## src/rtl/execute_muldiv_unit_pkg.sv

```systemverilog
// rtl/execute_muldiv_unit_pkg.sv - shared encodings and helpers for the RV32M mul/div unit
package execute_muldiv_unit_pkg;

    localparam int XLEN  = 32;
    localparam int CNT_W = $clog2(XLEN);

    typedef enum logic [2:0] {
        OP_MUL    = 3'b000,
        OP_MULH   = 3'b001,
        OP_MULHSU = 3'b010,
        OP_MULHU  = 3'b011,
        OP_DIV    = 3'b100,
        OP_DIVU   = 3'b101,
        OP_REM    = 3'b110,
        OP_REMU   = 3'b111
    } op_e;

    typedef enum logic [1:0] {
        ST_IDLE,
        ST_MUL,
        ST_DIV,
        ST_DONE
    } state_e;

    function automatic logic op_is_div(input op_e op);
        return op[2];
    endfunction

    function automatic logic op_is_rem(input op_e op);
        return (op == OP_REM) || (op == OP_REMU);
    endfunction

    function automatic logic a_is_signed(input op_e op);
        return (op == OP_MUL) || (op == OP_MULH) || (op == OP_MULHSU) ||
               (op == OP_DIV) || (op == OP_REM);
    endfunction

    function automatic logic b_is_signed(input op_e op);
        return (op == OP_MUL) || (op == OP_MULH) || (op == OP_DIV) || (op == OP_REM);
    endfunction

endpackage

```

## src/rtl/execute_muldiv_unit_if.sv

```systemverilog
// rtl/execute_muldiv_unit_if.sv - Execute-stage request/result bundle for the mul/div unit
interface execute_muldiv_unit_if;
    import execute_muldiv_unit_pkg::*;

    logic            clear;
    logic            start;
    logic [2:0]      op;
    logic [XLEN-1:0] src_a;
    logic [XLEN-1:0] src_b;
    logic [4:0]      rd_in;
    logic            busy;
    logic            valid_out;
    logic [XLEN-1:0] result;
    logic [4:0]      rd_out;

    modport master (
        output clear, start, op, src_a, src_b, rd_in,
        input  busy, valid_out, result, rd_out
    );

    modport slave (
        input  clear, start, op, src_a, src_b, rd_in,
        output busy, valid_out, result, rd_out
    );

endinterface

```

## src/rtl/execute_muldiv_unit_datapath.sv

```systemverilog
// rtl/execute_muldiv_unit_datapath.sv - shared shift register, add/subtract step and sign fix-up
module execute_muldiv_unit_datapath
    import execute_muldiv_unit_pkg::*;
(
    input  logic            clock,
    input  logic            reset,
    input  logic            flush,
    input  logic            load,
    input  logic            step,
    input  op_e             op_in,
    input  logic [XLEN-1:0] src_a,
    input  logic [XLEN-1:0] src_b,
    output logic [XLEN-1:0] final_value
);

    op_e               op_q;
    logic              neg_a_q;
    logic              neg_b_q;
    logic [XLEN-1:0]   mcand;
    logic [2*XLEN-1:0] prod;

    logic              neg_a;
    logic              neg_b;
    logic [XLEN-1:0]   mag_a;
    logic [XLEN-1:0]   mag_b;

    assign neg_a = a_is_signed(op_in) & src_a[XLEN-1];
    assign neg_b = b_is_signed(op_in) & src_b[XLEN-1];
    assign mag_a = neg_a ? -src_a : src_a;
    assign mag_b = neg_b ? -src_b : src_b;

    // Multiply and divide share one register: low half holds multiplier / dividend,
    // high half accumulates the product / partial remainder.
    logic [XLEN:0]     mul_sum;
    logic [2*XLEN-1:0] mul_next;
    logic [XLEN:0]     div_trial;
    logic [XLEN:0]     div_diff;
    logic              div_ok;
    logic [2*XLEN-1:0] div_next;
    logic [2*XLEN-1:0] nxt;

    assign mul_sum   = {1'b0, prod[2*XLEN-1:XLEN]} + (prod[0] ? {1'b0, mcand} : '0);
    assign mul_next  = {mul_sum, prod[XLEN-1:1]};
    assign div_trial = prod[2*XLEN-1:XLEN-1];
    assign div_diff  = div_trial - {1'b0, mcand};
    assign div_ok    = ~div_diff[XLEN];
    assign div_next  = {div_ok ? div_diff[XLEN-1:0] : div_trial[XLEN-1:0], prod[XLEN-2:0], div_ok};
    assign nxt       = op_is_div(op_q) ? div_next : mul_next;

    // Final value is taken from the post-step register so the top can latch it on the last iteration.
    logic              neg_res;
    logic [2*XLEN-1:0] prod_fixed;
    logic [XLEN-1:0]   quo_fixed;
    logic [XLEN-1:0]   rem_fixed;

    assign neg_res    = neg_a_q ^ neg_b_q;
    assign prod_fixed = neg_res ? -nxt : nxt;
    assign quo_fixed  = neg_res ? -nxt[XLEN-1:0] : nxt[XLEN-1:0];
    assign rem_fixed  = neg_a_q ? -nxt[2*XLEN-1:XLEN] : nxt[2*XLEN-1:XLEN];

    always_comb begin
        final_value = '0;
        case (op_q)
            OP_MUL:                        final_value = prod_fixed[XLEN-1:0];
            OP_MULH, OP_MULHSU, OP_MULHU:  final_value = prod_fixed[2*XLEN-1:XLEN];
            OP_DIV, OP_DIVU:               final_value = quo_fixed;
            default:                       final_value = rem_fixed;
        endcase
    end

    always_ff @(posedge clock) begin
        if (reset || flush) begin
            op_q    <= OP_MUL;
            neg_a_q <= 1'b0;
            neg_b_q <= 1'b0;
            mcand   <= '0;
            prod    <= '0;
        end else if (load) begin
            op_q    <= op_in;
            neg_a_q <= neg_a;
            neg_b_q <= neg_b;
            mcand   <= mag_b;
            prod    <= {{XLEN{1'b0}}, mag_a};
        end else if (step) begin
            prod    <= nxt;
        end
    end

endmodule

```

## src/rtl/execute_muldiv_unit.sv

```systemverilog
// rtl/execute_muldiv_unit.sv - iterative RV32M multiply/divide unit, FSM and result register
module execute_muldiv_unit
    import execute_muldiv_unit_pkg::*;
(
    input logic                clock,
    input logic                reset,
    execute_muldiv_unit_if.slave bus
);

    state_e           state;
    logic [CNT_W-1:0] cnt;
    logic [4:0]       rd_q;
    op_e              op_in;
    logic             accept;
    logic             last;
    logic             div_zero;
    logic             div_ovf;
    logic             special;
    logic [XLEN-1:0]  special_value;
    logic [XLEN-1:0]  final_value;

    assign op_in  = op_e'(bus.op);
    assign accept = (state == ST_IDLE) && bus.start;
    assign last   = (cnt == CNT_W'(XLEN - 1));

    // Asserted combinationally on the accept cycle so hazard logic stalls without a bubble.
    assign bus.busy = accept || (state == ST_MUL) || (state == ST_DIV);

    assign div_zero = (bus.src_b == '0);
    assign div_ovf  = ((op_in == OP_DIV) || (op_in == OP_REM)) &&
                      (bus.src_a == {1'b1, {(XLEN-1){1'b0}}}) && (bus.src_b == '1);
    assign special  = op_is_div(op_in) && (div_zero || div_ovf);

    always_comb begin
        special_value = '0;
        if (div_zero)
            special_value = op_is_rem(op_in) ? bus.src_a : '1;
        else
            special_value = op_is_rem(op_in) ? '0 : bus.src_a;
    end

    execute_muldiv_unit_datapath u_datapath (
        .clock       (clock),
        .reset       (reset),
        .flush       (bus.clear),
        .load        (accept),
        .step        ((state == ST_MUL) || (state == ST_DIV)),
        .op_in       (op_in),
        .src_a       (bus.src_a),
        .src_b       (bus.src_b),
        .final_value (final_value)
    );

    always_ff @(posedge clock) begin
        if (reset || bus.clear) begin
            state         <= ST_IDLE;
            cnt           <= '0;
            rd_q          <= '0;
            bus.valid_out <= 1'b0;
            bus.result    <= '0;
            bus.rd_out    <= '0;
        end else begin
            bus.valid_out <= 1'b0;
            case (state)
                ST_IDLE: begin
                    if (bus.start) begin
                        cnt  <= '0;
                        rd_q <= bus.rd_in;
                        if (!op_is_div(op_in)) begin
                            state <= ST_MUL;
                        end else if (special) begin
                            state         <= ST_DONE;
                            bus.valid_out <= 1'b1;
                            bus.result    <= special_value;
                            bus.rd_out    <= bus.rd_in;
                        end else begin
                            state <= ST_DIV;
                        end
                    end
                end
                ST_MUL, ST_DIV: begin
                    if (last) begin
                        state         <= ST_DONE;
                        bus.valid_out <= 1'b1;
                        bus.result    <= final_value;
                        bus.rd_out    <= rd_q;
                    end else begin
                        cnt <= cnt + CNT_W'(1);
                    end
                end
                default: state <= ST_IDLE;
            endcase
        end
    end

endmodule
```

## src/flat_wrapper.sv

```systemverilog
// flat-port wrapper written by rule: the top's interface ports become plain ports
module execute_muldiv_unit_flat import execute_muldiv_unit_pkg::*;
  (clock, reset, bus_clear, bus_start, bus_op, bus_src_a, bus_src_b, bus_rd_in, bus_busy, bus_valid_out, bus_result, bus_rd_out);
  execute_muldiv_unit_if bus_i ();
  input logic clock;
  input logic reset;
  input wire logic [$bits(bus_i.clear)-1:0] bus_clear;
  input wire logic [$bits(bus_i.start)-1:0] bus_start;
  input wire logic [$bits(bus_i.op)-1:0] bus_op;
  input wire logic [$bits(bus_i.src_a)-1:0] bus_src_a;
  input wire logic [$bits(bus_i.src_b)-1:0] bus_src_b;
  input wire logic [$bits(bus_i.rd_in)-1:0] bus_rd_in;
  output wire logic [$bits(bus_i.busy)-1:0] bus_busy;
  output wire logic [$bits(bus_i.valid_out)-1:0] bus_valid_out;
  output wire logic [$bits(bus_i.result)-1:0] bus_result;
  output wire logic [$bits(bus_i.rd_out)-1:0] bus_rd_out;
  assign bus_i.clear = bus_clear;
  assign bus_i.start = bus_start;
  assign bus_i.op = bus_op;
  assign bus_i.src_a = bus_src_a;
  assign bus_i.src_b = bus_src_b;
  assign bus_i.rd_in = bus_rd_in;
  assign bus_busy = bus_i.busy;
  assign bus_valid_out = bus_i.valid_out;
  assign bus_result = bus_i.result;
  assign bus_rd_out = bus_i.rd_out;
  execute_muldiv_unit u_core (.clock(clock), .reset(reset), .bus(bus_i));
endmodule
```

## config.mk

```make
export PLATFORM = sky130hd
export DESIGN_NAME = execute_muldiv_unit_flat
export DESIGN_NICKNAME = d
export VERILOG_FILES = /design/src/rtl/execute_muldiv_unit_pkg.sv /design/src/rtl/execute_muldiv_unit_if.sv /design/src/rtl/execute_muldiv_unit_datapath.sv /design/src/rtl/execute_muldiv_unit.sv /design/src/flat_wrapper.sv
export SDC_FILE = /design/constraint.sdc
export NUM_CORES = 1
export LEC_CHECK = 0
export ABC_CLOCK_PERIOD_IN_PS = 13400
export BUFFER_PORTS_ARGS = -buffer_cell sky130_fd_sc_hd__clkbuf_2
export CORE_UTILIZATION = 50
export CTS_BUF_LIST = sky130_fd_sc_hd__clkbuf_16
export DETAILED_ROUTE_END_ITERATION = 6
export GPL_TIMING_DRIVEN = 0
export PLACE_DENSITY = 0.68
export SYNTH_ARGS = -nofsm -noshare
export SYNTH_HDL_FRONTEND = slang
export SYNTH_SLANG_ARGS = --single-unit
```

## constraint.sdc

```tcl
create_clock -name clock -period 13.4 [get_ports clock]
set_clock_uncertainty 0.1 [all_clocks]
set_input_delay 2.68 -clock clock [delete_from_list [all_inputs] [get_ports clock]]
set_output_delay 2.68 -clock clock [all_outputs]
set_load 0.01 [all_outputs]
```

# [Word level (Yosys, flattened, before mapping)]
# Cells that the tools add are included.
[totals] word_cells=112 register_bits=151
[classes] muxes=37 eq_ne=20 bitwise=4 addsub=8 reduce_logical=31
[ops] cell="two-way mux 32 bit" count=15
[ops] cell="two-way mux 64 bit" count=2
[ops] cell="negation 32 bit" count=4
[ops] cell="case mux 32 bit (3 select lines)" count=1
[ops] cell="equality test 32 bit (second input constant)" count=2
[ops] cell="negation 64 bit" count=1
[ops] cell="case mux 32 bit (2 select lines)" count=1
[ops] cell="adder 32 x 32 -> 33 bit" count=1
[ops] cell="subtractor 33 x 32 -> 33 bit" count=1
[ops] cell="zero test 32 bit" count=1
[ops] cell="two-way mux 5 bit" count=6
[ops] cell="case mux 5 bit (2 select lines)" count=2
[ops] cell="equality test 3 bit (second input constant)" count=5
[ops] cell="logical OR 1 bit" count=13
[ops] cell="equality test 3 x 2 -> 1 bit (second input constant)" count=3
[ops] cell="equality test 3 x 1 -> 1 bit (second input constant)" count=2
[ops] cell="zero test 3 bit" count=2
[ops] cell="two-way mux 2 bit" count=3
[ops] cell="inequality test 2 bit (second input constant)" count=3
[ops] cell="OR reduction 2 bit" count=3
[ops] cell="adder 5 x 1 -> 5 bit (second input constant)" count=1
[ops] cell="equality test 5 bit (second input constant)" count=1
[ops] cell="two-way mux 1 bit" count=5
[ops] cell="AND reduction 5 bit" count=1
[ops] cell="other kinds (14)" count=21

# [Depth between registers and ports, before layout]
[depth] depth_word=10 ltp_mapped=23 mapped_depth_nobuf=23

# [By module]
# Synthesis repeated with hierarchy kept, for this count alone.
[unflattened] hier_cells=2201 area_unflattened_um2=15966.6
[modules_own_cells] mod="execute_muldiv_unit_datapath" area_each_um2=13326.5 cells_each=1907 n_inst=1 seq_area_each_um2=2021.9
[modules_own_cells] mod="execute_muldiv_unit" area_each_um2=2640.0 cells_each=294 n_inst=1 seq_area_each_um2=1001.0

# [Worst setup path after synthesis]
# OpenSTA, ideal clock, no wires.
[synth_path] path_kind="input -> output" startpoint="in bus_start" endpoint="out bus_busy" n_path_buf=2 path_stages=4 required_time_ps=10620 slack_ps=7111 arrival_time_ps=3509 path_cell_list="and2_1 clkbuf_1 clkbuf_1 or3_1"
[synth_via] elab_chain_cells=3
[synth_lines] element="start, declared" line_no="flat_wrapper.sv:8" source="input wire logic [$bits(bus_i.start)-1:0] bus_start;"
[synth_lines] element="logical AND 1 bit" line_no="execute_muldiv_unit.sv:23" source="assign accept = (state == ST_IDLE) && bus.start;"
[synth_lines] element="logical OR 1 bit (2 in a row)" line_no="execute_muldiv_unit.sv:27" source="assign bus.busy = accept || (state == ST_MUL) || (state == ST_DIV);"
[synth_lines] element="end, declared" line_no="flat_wrapper.sv:13" source="output wire logic [$bits(bus_i.busy)-1:0] bus_busy;"
# Every way passes these cells.

# [Worst setup path after layout]
[layout_path] startpoint="in bus_src_a[13]" endpoint="reg u_core.bus.result[5]"
[layout_via] elab_chain_cells=7
[layout_lines] element="start, declared" line_no="flat_wrapper.sv:10" source="input wire logic [$bits(bus_i.src_a)-1:0] bus_src_a;"
[layout_lines] element="equality test 32 bit" line_no="execute_muldiv_unit.sv:31" source="(bus.src_a == {1'b1, {(XLEN-1){1'b0}}}) && (bus.src_b == '1);"
[layout_lines] element="logical AND 1 bit" line_no="execute_muldiv_unit.sv:30" source="assign div_ovf = ((op_in == OP_DIV) || (op_in == OP_REM)) &&"
[layout_lines] element="logical AND 1 bit" line_no="execute_muldiv_unit.sv:31"
[layout_lines] element="logical OR 1 bit" line_no="execute_muldiv_unit.sv:32" source="assign special = op_is_div(op_in) && (div_zero || div_ovf);"
[layout_lines] element="logical AND 1 bit" line_no="execute_muldiv_unit.sv:32"
[layout_lines] element="inequality test 2 x 1 -> 1 bit (no source line)"
[layout_lines] element="AND reduction 5 bit (no source line)"
[layout_lines] element="end signal, assigned" line_no="execute_muldiv_unit.sv:74" source="bus.result <= special_value;"
[layout_lines] element="end signal, assigned" line_no="execute_muldiv_unit.sv:85" source="bus.result <= final_value;"
[layout_lines] element="end, declared" line_no="execute_muldiv_unit_if.sv:23" source="output busy, valid_out, result, rd_out"
# Every way passes these cells.
# A chain may end at the register's enable or synchronous reset.

==> results.md <==
* Outcome: complete, but fails checks
* Failing checks: design-rule violations
* Clock-pin slew on the worst setup and hold paths at 0.07 ns
* Initial antenna violation count at 3
* #FFs+latches synth at between 150 and 200
* Buffers on Ports at about 110
* Die extent in y at between 150 and 200 um
* CP Capture Type: flip-flop
* Avg Synthesized Cell Area at around 7.3 sq um
* Pre-CTS setup slack at between 5 and 6 ns
* Crit start category: input port
* DRT iter0 DRCs at 2600
* HPWL Detailed at approximately 58000 um
* Pwr dens at ~91 nW/um^2
* DRC at 1
* Post-layout nets at 2491
* Cell accounting for the most synthesized area: dfxtp_1
* Final TNS setup at 0 ns
* Aggregate global routing overflow at 0
* CTS sink count at approximately 150
* Fin. Hold Viols at 0
* GRT Overall Usage at 43.1%
* Syn nets at about 2400
* Setup WS post-layout at about 5.7 ns
* Worst-Skew Late Latency at around 0.46 ns
* Largest net degree at the start of global routing at 18
* DR WL/cell at 26.1 um
* ANT nets after route at 0
* Die area at between 30000 and 40000 sq um
* Clock Tree Root: clkbuf_16
* Slowest-stage cell, CP: a21oi_1
* Top cells by area, synth: dfxtp_1 (19%), nor2_1 (5.9%), ha_1 (5.8%), a21oi_1 (5.7%), xnor2_1 (5.1%)
* Final period utilization at ~58%
* Share of cells above drive strength 1 at roughly a tenth
* Clock buffer depth at 2
* Site row count at 65
* Leak at around 6.6 nW
* Slew HR at around 2%
* Ant. Diodes at 0
* Starting Density at roughly half
* Path depth of the worst reg2reg path at 22
* Actual slew at the worst max-slew pin at 1.46 ns
* Synth cell types at ~110
* Post-route minimum period at 7.74 ns
* Arrival @ worst endpoint at between 7 and 8 ns
* First-pass GRT wire length at approximately 110000 um
* Leading cell types in the layout, fill and taps excluded: nor2_1 (254), nand2_1 (193), a21oi_1 (183)
* Hold Crit Class: reg2reg
* Hold Path Stages at 2
* Vias per inst at 6.85
* Worst Path Max Fanout at 10
* Post-CTS setup buffers at 0
* Mapped Area at about 16000 sq um
* Most common cell after layout, fill and taps aside: nor2_1
* Die Width at 181 um
* Final wirelength at between 70000 and 80000 um
* Post-CTS Hold Buffers at 0
* Core area at around 32000 sq um
* Final setup fails at 0
* CTS tree: built
* P&R area growth vs syn at 10.3%
* Critical Path Max Stage Delay at around 0.93 ns
* Peak Freq at between 0.1 and 0.15 GHz
* Required @ worst endpoint at 13.59 ns
* Crit path cell chain: clkbuf_2, or4_1, or3_1, or3_1, nor3_1, nand3_1, o21ai_1, nand3_1, a21oi_1, clkbuf_1, clkbuf_1, a31oi_1
* Maximum vdd ir drop at around 0.10 mV
* Post-synthesis sequential area ratio at approximately a fifth
* Post-synth top flop: dfxtp_1
* Number of enable flip-flop cells after synthesis at 0
* Share of the synthesized area in the top cell type at between 10% and 20%
* Warnings from Yosys at 0
* Number of CTS-inserted buffers at 17
* RSZ-0062 raised after global routing: false
* Number of H-tree levels at 4
* PostCTS Resize Cnt at 0
* Number of detailed-route iterations in the first pass at 7
* Fin. max-slew vios at 0
* Post-synth ARST share at 0%
* I/O pin total at roughly 120
* Routability Congestion at 1.03
* Mapped Cells at about 2200
* Max-Cap Viols at 0
* Vias in the first global route at roughly 17000
* Setup Crit Path Kind: in2reg
* Vias at between 15000 and 20000
per-layer routing:
metal	track usage, %	up-vias	share of wire [%]
met5	0	-	0.038
met4	19.1	4	4.6
met3	11.0	238	13
met2	63.4	1287	41
met1	58.7	8854	41
li1	-	8471	-
worst max-delay path: cells and delay by family:
family | cells | cell delay, ns
and+or+nand+nor | 6 | 2.26
buffers and inverters | 3 | 1.53
AOI/OAI and AO/OA | 3 | 1.44
layout make-up:
class,instances,area (sq um)
multi-input combinational,1846,12200
buffer,143,608
clock inverter,15,150
timing repair buffer,113,566
sequential,151,3020
inverter,66,248
clock buffer,17,425
tap,402,503
fill,3116,13900
cell usage after synthesis, types with 21 or more instances:
cell and count:
inv_1 63, a21oi_1 183, ha_1 75, nor3_1 57
clkbuf_1 107, nand3_1 45, or3_1 23, and2_1 43
a21o_1 32, a31oi_1 35, o21ai_0 120, o31ai_1 36
nor2_1 254, nand2_1 193, mux2i_1 68, buf_2 21
o211ai_1 37, nand4_1 25, dfxtp_1 151, a211oi_1 107
xor2_1 80, nor4_1 21, xnor2_1 93
path summary, 6_finish.rpt:
path / start / end / slack [ns]
setup / recovery: bus_src_a[13] / u_core.bus.result[5] / 5.66
setup reg to reg: u_core.u_datapath.mcand[21] / u_core.bus.result[6] / 6.47
hold reg to reg: u_core.rd_q[2] / u_core.rd_q[2] / 0.37
hold / removal: u_core.rd_q[2] / u_core.rd_q[2] / 0.37
sequential cells by signal, summed over array words and instances, names as in the netlist:
register / flops
u_core.u_datapath.prod: 64
u_core.u_datapath.neg_a_q: 1
u_core.u_datapath.mcand: 32
u_core.bus.valid_out: 1
u_core.state: 2
u_core.rd_q: 5
u_core.cnt: 5
u_core.bus.rd_out: 5
u_core.u_datapath.op_q: 3
u_core.bus.result: 32
u_core.u_datapath.neg_b_q: 1
per-stage QoR:
stage | total power [mW] | area [sq um] | util (%) | std cells | hold slack (ns)
floorplan | 0.897 | 16100 | - | 2206 | 0.336
global placement | 1.10 | 17100 | 54.2 | 2721 | 0.343
detailed placement | 1.10 | 17100 | 54.2 | 2721 | 0.353
CTS | 1.59 | 17700 | 56.0 | 2753 | 0.363
global route | 1.67 | 17700 | 56.0 | 2753 | 0.381
finish | 1.62 | 17700 | 56.0 | 2753 | 0.365
power breakdown:
part	switching (mW)	leakage, nW	internal, mW
Sequential	0.0219	1.22	0.463
Combinational	0.436	5.11	0.203
Clock	0.243	0.283	0.249
Total	0.700	6.61	0.916
cells by family after synthesis:
| group | count (synthesis) | share of synthesized area (%) |
|---|---|---|
| adders and majority gates | 96 | 7.27 |
| xor gates and xnor gates | 173 | 9.42 |
| muxes | 74 | 4.65 |
| and+or+nand+nor | 759 | 23.0 |
| DFF | 151 | 18.8 |
| buffers and inverters | 209 | 5.32 |
| AOI/OAI and AO/OA | 744 | 31.5 |
Note: power is estimated with default switching activity, not from simulation.
